===== config.mk =====
export PLATFORM = sky130hd
export DESIGN_NAME = mem_arb
export DESIGN_NICKNAME = d
export VERILOG_FILES = /design/src/rtl/mem_arb_pkg.sv /design/src/rtl/mem_arb_prio.sv /design/src/rtl/mem_arb.sv
export SDC_FILE = /design/constraint.sdc
export NUM_CORES = 1
export LEC_CHECK = 0
export CAP_MARGIN = 20
export CORE_AREA = 2 2 106 108
export CTS_BUF_LIST = sky130_fd_sc_hd__clkbuf_8
export CTS_CLUSTER_DIAMETER = 60
export DETAILED_ROUTE_END_ITERATION = 8
export DIE_AREA = 0 0 108 110
export DONT_BUFFER_PORTS = 1
export GPL_ROUTABILITY_DRIVEN = 0
export HOLD_SLACK_MARGIN = 0.06
export PLACE_DENSITY = 0.44
export SYNTH_ARGS = -nofsm -noshare
export SYNTH_HDL_FRONTEND = slang
export SYNTH_HIERARCHICAL = 1
export SYNTH_SLANG_ARGS = --single-unit

===== constraint.sdc =====
create_clock -name i_clk -period 3.6 [get_ports i_clk]
set_clock_uncertainty 0.1 [all_clocks]
set_input_delay 0.54 -clock i_clk [delete_from_list [all_inputs] [get_ports i_clk]]
set_output_delay 0.54 -clock i_clk [all_outputs]
set_load 0.01 [all_outputs]

===== src/rtl/mem_arb_pkg.sv =====
// mem_arb_pkg: shared state/owner encodings and default starvation limit for mem_arb.
package mem_arb_pkg;
  typedef enum logic [1:0] {IDLE = 2'd0, BUSY_I = 2'd1, BUSY_D = 2'd2} state_e;
  typedef enum logic [1:0] {OWN_NONE = 2'd0, OWN_I = 2'd1, OWN_D = 2'd2} owner_e;
  localparam int STARVE_MAX_DEF = 4;
  function automatic owner_e owner_of(state_e s);
    return s == BUSY_I ? OWN_I : s == BUSY_D ? OWN_D : OWN_NONE;
  endfunction
endpackage


===== src/rtl/mem_arb_prio.sv =====
// mem_arb_prio: combinational imem/dmem pick; dmem wins unless fetch is starving.
module mem_arb_prio (
  input  logic req_i,
  input  logic req_d,
  input  logic flush,
  input  logic starve_hit,
  output logic gnt_i,
  output logic gnt_d
);
  // a flushed fetch never wins, so dmem may still go in that cycle
  assign gnt_i = req_i & ~flush & (~req_d | starve_hit);
  assign gnt_d = req_d & ~gnt_i;
endmodule


===== src/rtl/mem_arb.sv =====
// mem_arb: single-outstanding arbiter of one memory port between fetch and data requesters.
// Optional MEM_ARB_STATS_EN adds saturating conflict / fetch-stall counters.
module mem_arb
  import mem_arb_pkg::*;
#(
  parameter int ADDR_W     = 32,
  parameter int DATA_W     = 32,
  parameter int STARVE_MAX = STARVE_MAX_DEF
) (
  input  logic                i_clk,
  input  logic                i_rst_n,
  input  logic                i_flush,
  input  logic                i_imem_req,
  input  logic [ADDR_W-1:0]   i_imem_addr,
  output logic                o_imem_gnt,
  output logic                o_imem_vld,
  output logic [DATA_W-1:0]   o_imem_rdata,
  input  logic                i_dmem_req,
  input  logic                i_dmem_wen,
  input  logic [ADDR_W-1:0]   i_dmem_addr,
  input  logic [DATA_W-1:0]   i_dmem_wdata,
  input  logic [DATA_W/8-1:0] i_dmem_mask,
  output logic                o_dmem_gnt,
  output logic                o_dmem_vld,
  output logic [DATA_W-1:0]   o_dmem_rdata,
  output logic                o_mem_req,
  output logic                o_mem_wen,
  output logic [ADDR_W-1:0]   o_mem_addr,
  output logic [DATA_W-1:0]   o_mem_wdata,
  output logic [DATA_W/8-1:0] o_mem_mask,
  input  logic                i_mem_vld,
  input  logic [DATA_W-1:0]   i_mem_rdata
`ifdef MEM_ARB_STATS_EN
  ,
  output logic [31:0]         o_conflict_cnt,
  output logic [31:0]         o_istall_cnt
`endif
);
  localparam int CW = $clog2(STARVE_MAX + 1);
  state_e            state_q, state_d;
  logic [CW-1:0]     starve_q, starve_d;
  logic              drop_q, drop_d;
  logic              st_q, st_d;
  logic              ivld_q, dvld_q;
  logic [DATA_W-1:0] irdata_q, drdata_q;
  logic              idle, starve_hit, gnt_i, gnt_d, rsp_i, rsp_d;
  owner_e            owner;
  // grants are held off while reset is asserted so outputs stay quiet
  assign idle       = i_rst_n & (state_q == IDLE);
  assign starve_hit = starve_q == CW'(STARVE_MAX);
  assign owner      = owner_of(state_q);
  mem_arb_prio u_prio (
    .req_i     (idle & i_imem_req),
    .req_d     (idle & i_dmem_req),
    .flush     (i_flush),
    .starve_hit(starve_hit),
    .gnt_i     (gnt_i),
    .gnt_d     (gnt_d)
  );
  assign o_imem_gnt  = gnt_i;
  assign o_dmem_gnt  = gnt_d;
  assign o_mem_req   = gnt_i | gnt_d;
  assign o_mem_wen   = gnt_d & i_dmem_wen;
  assign o_mem_addr  = gnt_d ? i_dmem_addr : gnt_i ? i_imem_addr : '0;
  assign o_mem_wdata = gnt_d ? i_dmem_wdata : '0;
  assign o_mem_mask  = gnt_d ? i_dmem_mask : '0;
  assign rsp_i = i_mem_vld & (owner == OWN_I) & ~drop_q & ~i_flush;
  assign rsp_d = i_mem_vld & (owner == OWN_D);
  always_comb begin
    state_d  = state_q;
    starve_d = starve_q;
    drop_d   = drop_q;
    st_d     = st_q;
    if (state_q == IDLE) begin
      state_d  = gnt_i ? BUSY_I : gnt_d ? BUSY_D : IDLE;
      starve_d = (gnt_i | ~i_imem_req) ? '0 : (gnt_d & ~starve_hit) ? starve_q + 1'b1 : starve_q;
      st_d     = gnt_d ? i_dmem_wen : st_q;
    end else if (state_q == BUSY_I || state_q == BUSY_D) begin
      drop_d  = (drop_q | (state_q == BUSY_I & i_flush)) & ~i_mem_vld;
      state_d = i_mem_vld ? IDLE : state_q;
    end else begin
      state_d = IDLE;
    end
  end
  always_ff @(posedge i_clk) begin
    if (!i_rst_n) begin
      state_q  <= IDLE;
      starve_q <= '0;
      drop_q   <= 1'b0;
      st_q     <= 1'b0;
      ivld_q   <= 1'b0;
      dvld_q   <= 1'b0;
      irdata_q <= '0;
      drdata_q <= '0;
    end else begin
      state_q  <= state_d;
      starve_q <= starve_d;
      drop_q   <= drop_d;
      st_q     <= st_d;
      ivld_q   <= rsp_i;
      dvld_q   <= rsp_d;
      irdata_q <= rsp_i ? i_mem_rdata : '0;
      drdata_q <= (rsp_d & ~st_q) ? i_mem_rdata : '0;
    end
  end
  assign o_imem_vld   = ivld_q;
  assign o_imem_rdata = irdata_q;
  assign o_dmem_vld   = dvld_q;
  assign o_dmem_rdata = drdata_q;
`ifdef MEM_ARB_STATS_EN
  logic [31:0] conf_q, istall_q;
  always_ff @(posedge i_clk) begin
    if (!i_rst_n) begin
      conf_q   <= '0;
      istall_q <= '0;
    end else begin
      if (idle & i_imem_req & i_dmem_req & ~&conf_q) conf_q <= conf_q + 32'd1;
      if (i_imem_req & ~gnt_i & ~&istall_q) istall_q <= istall_q + 32'd1;
    end
  end
  assign o_conflict_cnt = conf_q;
  assign o_istall_cnt   = istall_q;
`endif
endmodule


Yosys cells after proc, flatten, opt, wreduce, memory -nomap -nowiden. Cells that the tools add are included.

Add/sub/neg operators: 1. Bitwise logic cells: 28. Equality and inequality tests: 6. Reduce and logical (&&, ||, !) cells: 8. Multiplexer cells: 13.

Operators with widths (count): $mux W32 (3); $and A1 B1 Y1 (15); $mux W2 (7); $reduce_and A2 Y1 (5); $not A1 Y1 (9); $mux W3 (2); $eq A2 B1 Y1 const B (2); $eq A2 B2 Y1 const B (2); $mux W4 (1); $or A1 B1 Y1 (4); $add A3 B1 Y3 const B (1); $eq A3 B3 Y1 const B (1); $ne A3 B3 Y1 const B (1); $logic_not A2 Y1 (1); $reduce_bool A2 Y1 (1); $logic_or A1 B1 Y1 (1).

Register bits after elaboration: 73. Output and inout bits: 138. Word-level logic and storage cells: 64. Input port bits: 139.

Depth between registers and ports, before layout. Gate-level depths: netlist of the first run.

Depth in word-level cells: 11. Gate-level depth with buffers: 10. Gate-level depth less buffers: 8.

Modules after synthesis. Netlist of the first run, hierarchy kept.

Modules (own cells, without submodules): mem_arb (times used 1, cells an instance 268, area an instance 2758.9 um^2, seq. area each 1461.4 um^2); mem_arb_prio (times used 1, cells an instance 4, area an instance 23.8 um^2, seq. area each 0.0 um^2).

Worst setup path after synthesis of the first run. Ideal clock, no wire load.

Kind: register to output. Start point: reg state_q[0]. End point: out o_mem_addr[30]. Arrival: 1.862 ns. Cell stages (with the launch flop): 10. Required time: 2.960 ns. Path slack: 1.098 ns. Buffers on the path: 3. Cells stage by stage: dfxtp_1 -> inv_1 -> ha_1 -> buf_4 -> and3_1 -> a31oi_1 -> buf_2 -> clkbuf_1 -> nand2_1 -> o21ai_0.

Longest elaborated chain between the ends: 9. Elaborated cells on any way between the ends: 12. Those cells by class: 2 x mux; 9 x bitwise; 1 x reduce/logical.

RTL lines: start, declared (RTL line mem_arb.sv:40) `state_e state_q, state_d;`; start signal, assigned (RTL line mem_arb.sv:96) `state_q <= state_d;`; $logic_not A2 Y1 * (RTL line mem_arb.sv:49) `assign idle = i_rst_n & (state_q == IDLE);`; $and A1 B1 Y1 * (RTL line mem_arb.sv:49); $and A1 B1 Y1 (RTL line mem_arb.sv:54) `.req_d (idle & i_dmem_req),`; $not A1 Y1 (RTL line mem_arb_prio.sv:11) `assign gnt_i = req_i & ~flush & (~req_d | starve_hit);`; $or A1 B1 Y1 (RTL line mem_arb_prio.sv:11); $and A1 B1 Y1 (RTL line mem_arb_prio.sv:11); $not A1 Y1 (RTL line mem_arb_prio.sv:12) `assign gnt_d = req_d & ~gnt_i;`; $and A1 B1 Y1 * (RTL line mem_arb_prio.sv:12); via o_dmem_gnt (RTL line mem_arb.sv:23) `output logic o_dmem_gnt,`; $mux W32 * (RTL line mem_arb.sv:64) `assign o_mem_addr = gnt_d ? i_dmem_addr : gnt_i ? i_imem_addr : '0;`; end, declared (RTL line mem_arb.sv:28) `output logic [ADDR_W-1:0] o_mem_addr,`.

The timed path passes the listed nets; every way through them passes the cells marked *.

Final worst setup path of the first run.
Start point: reg state_q[1]. End point: out o_mem_addr[22].

Same word-level chain as after synthesis.

==> impl_metrics.tcl, run 1 <==
set metrics [dict create \
    run_status "completed" \
    wire_length_of_the_first_global_routing_pass_mm 11.5 \
    timing.critical_path.mode_cell "sky130_fd_sc_hd__inv_1" \
    ant_nets 0 \
    timing.critical_path.arrival_ns 2.48 \
    syn_to_final_growth_pct 12.7 \
    num_rows 38 \
    netlist_instances 272 \
    layout_worst_path_cycle_share_pct 86.7 \
    insertion_delay_ns 0.35 \
    hold_buffers 0 \
    timing.critical_path.slowest_cell_delay_ns 0.52 \
    path_class "reg2out" \
    number_of_violations_reported_at_the_end_of_detailed_routing_iteration_0 82 \
    post_route_cells_drive_above_1_share_pct 8.76 \
    irDropWorstVdd_mv 0.213 \
    max_cap_violations 0 \
    die_w_um 108 \
    chipHeight_um 110 \
    nFillCells 1113 \
    setup_total_negative_slack_ns 0 \
    hp-class "in2reg" \
    clock_tree_from_tritoncts "done" \
    seq_area_frac_synth_pct 52.5 \
    timing_worst_slew_pin_value_ns 0.923 \
    start_util_pct 26.0 \
    floorplan.die_area_um2 11900 \
    grt_util_all_layers_pct 13.9 \
    startpoint_type "flop" \
    netlist-cell-type-count 30 \
    grt-ovfl-total 0 \
    timing.final.crit_period_ns 3.12 \
    layout.nets 413 \
    worst_setup_hold_path_clk_slew_ns 0.08 \
    cts-root-buf "sky130_fd_sc_hd__clkbuf_8" \
    finish.cell_count_without_fillers 417 \
    critical_path_required_ns 2.96 \
    cts_htree_levels 3 \
    finalInstanceArea_um2 3140 \
    syn_nets 416 \
    detail_route.wl_per_cell_um 21.3 \
    post_synth.cell_area_avg_um2 10.2 \
    yosysWarningCount 6 \
    placed_cell_area_um2 2910 \
    crit_path_slowest_cell "sky130_fd_sc_hd__buf_4" \
    vias_in_the_first_global_route 1809 \
    dr_vias_cell 4.82 \
    post_cts.resized_instances 0 \
    path_buf_inv 3 \
    cp_max_fo 76 \
    total_leakage_power_uw 0.00127 \
    hpwlAfterDp_mm 7.23 \
    grt_max_degree 77 \
    via_count 2008 \
    hold_viol_final 0 \
    io_buffer_count 0 \
    antenna_found_initial 4 \
    cp_cell_sequence "inv_1 > ha_1 > and3_1 > inv_1 > a31oi_4 > buf_4 > a22o_1" \
    fmax_ghz 0.320 \
    setup.worst_path.end_class "output pin" \
    rsz_0062_raised_after_global_routing "false" \
    ys_seq_elements 73 \
    cts.sink_count 73 \
    cts-root-to-sink-buffers 2 \
    core_region_area_um2 10700 \
    firstDrtPassIters 4 \
    placed_cells 398 \
    worst_slew_margin_rel_pct 38.5 \
    drc 0 \
    post_cts.repair.setup_buffers 0 \
    ios 277 \
    setup_violations 0 \
    critPathTopFamily "buffers and inverters" \
    finalWirelength_mm 8.90 \
    timing.final.max_slew_violations 0 \
    post_synth_instance_area_um2 2780 \
    power_per_cell_area_nw_per_um2 520 \
    holdWs_ns 0.184 \
    numCtsBuffers 9 \
]
## per-stage QoR
| stage | setup WS [ns] | power [uW] | util [%] |
|---|---|---|---|
| floorplan | 1.10 | 928 | - |
| global placement | 0.918 | 949 | 27.2 |
| detailed placement | 0.860 | 950 | 27.2 |
| CTS | 0.448 | 1650 | 29.3 |
| global route | 0.329 | 1690 | 29.3 |
| finish | 0.480 | 1630 | 29.3 |
## layout make-up
class	count	area, um2	share of cell area, %
diodes	3	7.51	0.239
inverters	8	30.0	0.957
repair buffers	4	30.0	0.957
multi-input cells	173	1210	38.7
clock inverters	7	95.1	3.03
flip-flops and latches	73	1460	46.6
clock buffers	9	124	3.95
well taps	140	175	5.58
## synth_stat cells
cell	number	share of area, %
sky130_fd_sc_hd__and2_1	102	23
sky130_fd_sc_hd__dfxtp_1	73	53
sky130_fd_sc_hd__a22o_1	31	9.8
sky130_fd_sc_hd__buf_2	8	1.4
sky130_fd_sc_hd__inv_1	8	1.1
sky130_fd_sc_hd__ha_1	5	2.2
sky130_fd_sc_hd__buf_4	4	1.1
sky130_fd_sc_hd__clkbuf_1	4	0.54
sky130_fd_sc_hd__nand2_1	4	0.54
sky130_fd_sc_hd__a21oi_1	3	0.54
sky130_fd_sc_hd__a31oi_1	3	0.67
sky130_fd_sc_hd__and3_1	3	0.67
sky130_fd_sc_hd__o21ai_0	3	0.54
sky130_fd_sc_hd__a211oi_1	2	0.54
sky130_fd_sc_hd__clkbuf_2	2	0.36
sky130_fd_sc_hd__nand4b_1	2	0.63
sky130_fd_sc_hd__nor2b_1	2	0.45
sky130_fd_sc_hd__a2bb2o_1	1	0.36
sky130_fd_sc_hd__and2b_1	1	0.27
sky130_fd_sc_hd__nand3_1	1	0.18
sky130_fd_sc_hd__nand3b_1	1	0.27
sky130_fd_sc_hd__nor2_1	1	0.13
sky130_fd_sc_hd__nor2_2	1	0.22
sky130_fd_sc_hd__nor3b_1	1	0.27
sky130_fd_sc_hd__nor4b_1	1	0.31
sky130_fd_sc_hd__nor4bb_1	1	0.36
sky130_fd_sc_hd__o211a_1	1	0.36
sky130_fd_sc_hd__o21ai_1	1	0.18
sky130_fd_sc_hd__o2bb2ai_1	1	0.31
sky130_fd_sc_hd__or2_2	1	0.22
## where the power goes
part | internal, uW | switching, uW
sequential | 813 | 5.13
combinational | 37.7 | 73.3
clock | 390 | 314
total | 1240 | 392
## registers in the layout (all words and copies together), names as in the netlist
name          flops
o_dmem_vld        1
o_imem_rdata     32
o_dmem_rdata     32
drop_q            1
state_q           2
o_imem_vld        1
starve_q          3
st_q              1
## per-layer routing
layer	GRT usage (%)	wire (um)	vias up
li1	-	-	900
met4	7.14	238	2
met3	7.35	1300	15
met1	14.3	3180	918
met2	23.1	4170	173
met5	0	12	-
## placed cells by master (no fill, tap or decap), types with 2 or more instances in the layout
| master | n |
|---|---|
| sky130_fd_sc_hd__and2_1 | 102 |
| sky130_fd_sc_hd__dfxtp_1 | 73 |
| sky130_fd_sc_hd__a22o_1 | 31 |
| sky130_fd_sc_hd__clkbuf_8 | 9 |
| sky130_fd_sc_hd__inv_1 | 8 |
| sky130_fd_sc_hd__ha_1 | 5 |
| sky130_fd_sc_hd__nand2_1 | 4 |
| sky130_fd_sc_hd__buf_4 | 4 |
| sky130_fd_sc_hd__diode_2 | 3 |
| sky130_fd_sc_hd__o21ai_0 | 3 |
| sky130_fd_sc_hd__and3_1 | 3 |
| sky130_fd_sc_hd__a21oi_1 | 3 |
| sky130_fd_sc_hd__nand4b_1 | 2 |
| sky130_fd_sc_hd__a31oi_1 | 2 |
| sky130_fd_sc_hd__a211oi_1 | 2 |
| sky130_fd_sc_hd__clkinv_4 | 2 |
| sky130_fd_sc_hd__clkinv_2 | 2 |
| sky130_fd_sc_hd__bufinv_16 | 2 |
## worst paths after layout
kind | cells past startpoint | slack [ns] | start | to
max | 7 | 0.48 | state_q[1] | o_mem_addr[22]
min | 1 | 0.18 | i_mem_vld | drop_q
max reg2reg | 9 | 0.92 | state_q[1] | starve_q[1]
min reg2reg | 2 | 0.35 | st_q | st_q
## kinds of logic (layout without fill, tap and decap cells)
family	count (synthesis)	count (layout)	share of synthesized area, %
AO/OA/AOI/OAI	46	46	13.3
adder cells (fa/ha/maj)	5	5	2.25
buffers and inverters	26	28	4.50
flip-flops	73	73	52.5
other	0	3	0
AND/OR/NAND/NOR	122	122	27.5
## worst register-to-register path, cell delays in order (launching register included)
cell and delay (ns):
sky130_fd_sc_hd__dfxtp_1 0.33, sky130_fd_sc_hd__inv_1 0.08, sky130_fd_sc_hd__ha_1 0.33, sky130_fd_sc_hd__and3_1 0.20, sky130_fd_sc_hd__inv_1 0.07, sky130_fd_sc_hd__a31oi_4 0.16
sky130_fd_sc_hd__buf_4 0.52, sky130_fd_sc_hd__nand2_1 0.26, sky130_fd_sc_hd__o21ai_0 0.22, sky130_fd_sc_hd__a2bb2o_1 0.29
Power figures use the tool's default switching activity.
==> run 2: changes to the inputs <==
--- a/config.mk
+++ b/config.mk
@@ -15,6 +15,8 @@
 export GPL_ROUTABILITY_DRIVEN = 0
 export HOLD_SLACK_MARGIN = 0.06
 export PLACE_DENSITY = 0.44
+export RECOVER_POWER = 50
+export SETUP_SLACK_MARGIN = 0.4
 export SYNTH_ARGS = -nofsm -noshare
 export SYNTH_HDL_FRONTEND = slang
 export SYNTH_HIERARCHICAL = 1
==> run 2 against run 1 <==
Setup slack improved by 0.064 ns. Design area shrank 0.12%. Total power barely moved. Wire length up 0.33%. Clock power hardly changed.
==> impl_metrics.tcl, run 2 (synthesis gave the netlist of run 1 again) <==
set metrics [dict create \
    run_status "completed" \
    cp_cell_sequence "inv_1 > ha_1 > and3_1 > inv_1 > o211a_1 > clkbuf_1 > nand2_1 > o21ai_0" \
    setup_total_negative_slack_ns 0 \
    wire_length_of_the_first_global_routing_pass_mm 11.5 \
    layout_common_cells "sky130_fd_sc_hd__and2_1, sky130_fd_sc_hd__dfxtp_1, sky130_fd_sc_hd__a22o_1, sky130_fd_sc_hd__and2_0, sky130_fd_sc_hd__clkbuf_8" \
    nFillCells 1112 \
    cp_max_fo 9 \
    cts-root-to-sink-buffers 2 \
    finalWirelength_mm 8.92 \
    hold_path_depth 1 \
    cts-root-buf "sky130_fd_sc_hd__clkbuf_8" \
    core_region_area_um2 10700 \
    floorplan.die_area_um2 11900 \
    dr_vias_cell 4.83 \
    irDropWorstVdd_mv 0.213 \
    grtUsageMet2_pct 23.1 \
    timing.final.crit_period_ns 3.06 \
    crit_path_slowest_cell "sky130_fd_sc_hd__clkbuf_1" \
    layout_commonest_cell "sky130_fd_sc_hd__and2_1" \
    regToRegEndpoint "starve_q[1]" \
    power_per_cell_area_nw_per_um2 521 \
    startpoint_type "flop" \
    firstDrtPassIters 4 \
    numCtsBuffers 9 \
    syn_to_final_growth_pct 12.6 \
    finish.cell_count_without_fillers 417 \
    io_buffer_count 0 \
    timing.critical_path.arrival_ns 2.42 \
    insertion_delay_ns 0.35 \
    timing.critical_path.slowest_cell_delay_ns 0.44 \
    grt_util_all_layers_pct 13.9 \
    setup.worst_path.end_class "output pin" \
    placed_cells 398 \
    cp-endpoint "o_mem_addr[30]" \
    path_class "reg2out" \
    grt_busiest_layer "met2" \
    timing.critical_path.from "state_q[0]" \
    grt-ovfl-total 0 \
    placed_cell_area_um2 2910 \
    layout_worst_path_cycle_share_pct 84.9 \
    post_route_cells_drive_above_1_share_pct 8.03 \
    ant_nets 0 \
    worst_slew_margin_rel_pct 14.7 \
    timing.final.max_slew_violations 0 \
    clock_tree_from_tritoncts "done" \
    timing_worst_slew_pin_value_ns 1.28 \
    hp-class "in2reg" \
    hpwlAfterDp_mm 7.23 \
    worst_setup_hold_path_clk_slew_ns 0.08 \
    detail_route.wl_per_cell_um 21.4 \
    chipHeight_um 110 \
    r2r_start "state_q[1]" \
    rsz_0062_raised_after_global_routing "false" \
    groute.layer.met1.usage_pct 14.3 \
    ff2ff_setup_slack_ns 1.08 \
    setup_violations 0 \
    timing.critical_path.mode_cell "sky130_fd_sc_hd__inv_1" \
    holdWs_ns 0.187 \
    grt_max_degree 77 \
    antenna_found_initial 4 \
    number_of_violations_reported_at_the_end_of_detailed_routing_iteration_0 89 \
    die_w_um 108 \
    finalInstanceArea_um2 3130 \
    critical_path_required_ns 2.96 \
    max_cap_violations 0 \
    ios 277 \
    vias_in_the_first_global_route 1809 \
    r2r_cells 9 \
    total_leakage_power_uw 0.00125 \
    hold_viol_final 0 \
    global_route.usage.met3_pct 7.35 \
    cts.sink_count 73 \
    fmax_ghz 0.327 \
    via_count 2015 \
    start_util_pct 26.0 \
    drc 0 \
    layout.nets 413 \
    num_rows 38 \
    cts_htree_levels 3 \
]
[run 2: critical path, delay by kind of cell (launching register included)]
kind | cells | cell delay, ns
adders and majority gates | 1 | 0.31
DFF | 1 | 0.36
AOI/OAI and AO/OA | 2 | 0.51
buffers and inverters | 3 | 0.61
and+or+nand+nor | 2 | 0.27
[run 2: what timing repair did]
item | 4_1_cts | 5_1_grt
buffers inserted | 0 | 0
endpoints found under the setup margin | 0 | 9
hold buffers | 0 | 0
hold endpoints to repair | 0 | 0
resized for setup | 0 | 1
[run 2: cell type report]
type	count	area, um2	area share, %
flip-flops and latches	73	1460	46.6
multi-input cells	173	1210	38.7
well taps	140	175	5.59
clock buffers	9	124	3.95
clock inverters	7	95.1	3.04
inverters	8	30.0	0.958
repair buffers	4	26.3	0.839
diodes	3	7.51	0.240
[run 2: worst min path at each step]
| stage | start | endpoint | slack [ns] |
|---|---|---|---|
| finish | i_mem_vld | drop_q | 0.19 |
| global route | i_mem_vld | drop_q | 0.18 |
| CTS | i_mem_vld | drop_q | 0.17 |
| detailed placement | st_q | st_q | 0.34 |
| global placement | starve_q[2] | starve_q[2] | 0.36 |
| floorplan | starve_q[2] | starve_q[2] | 0.33 |
[run 2: stage by stage]
step,setup slack (ns),power [uW],utilization [%]
6_report,0.543,1630,29.3
5_1_grt,0.333,1690,29.2
4_1_cts,0.448,1650,29.3
3_5_place_dp,0.860,950,27.2
3_3_place_gp,0.918,949,27.2
2_1_floorplan,1.10,928,-
[run 2: report_power, final]
part | internal, uW | switching, uW | total (uW)
Combinational | 37.7 | 73.6 | 111
Sequential | 813 | 5.13 | 818
Clock | 390 | 312 | 702
[run 2: per-layer routing]
layer	share of wire [%]	wire length, um	up-vias
li1	-	-	899
met1	36	3180	928
met2	47	4230	171
met3	14	1260	15
met4	2.7	239	2
met5	0.13	12	-
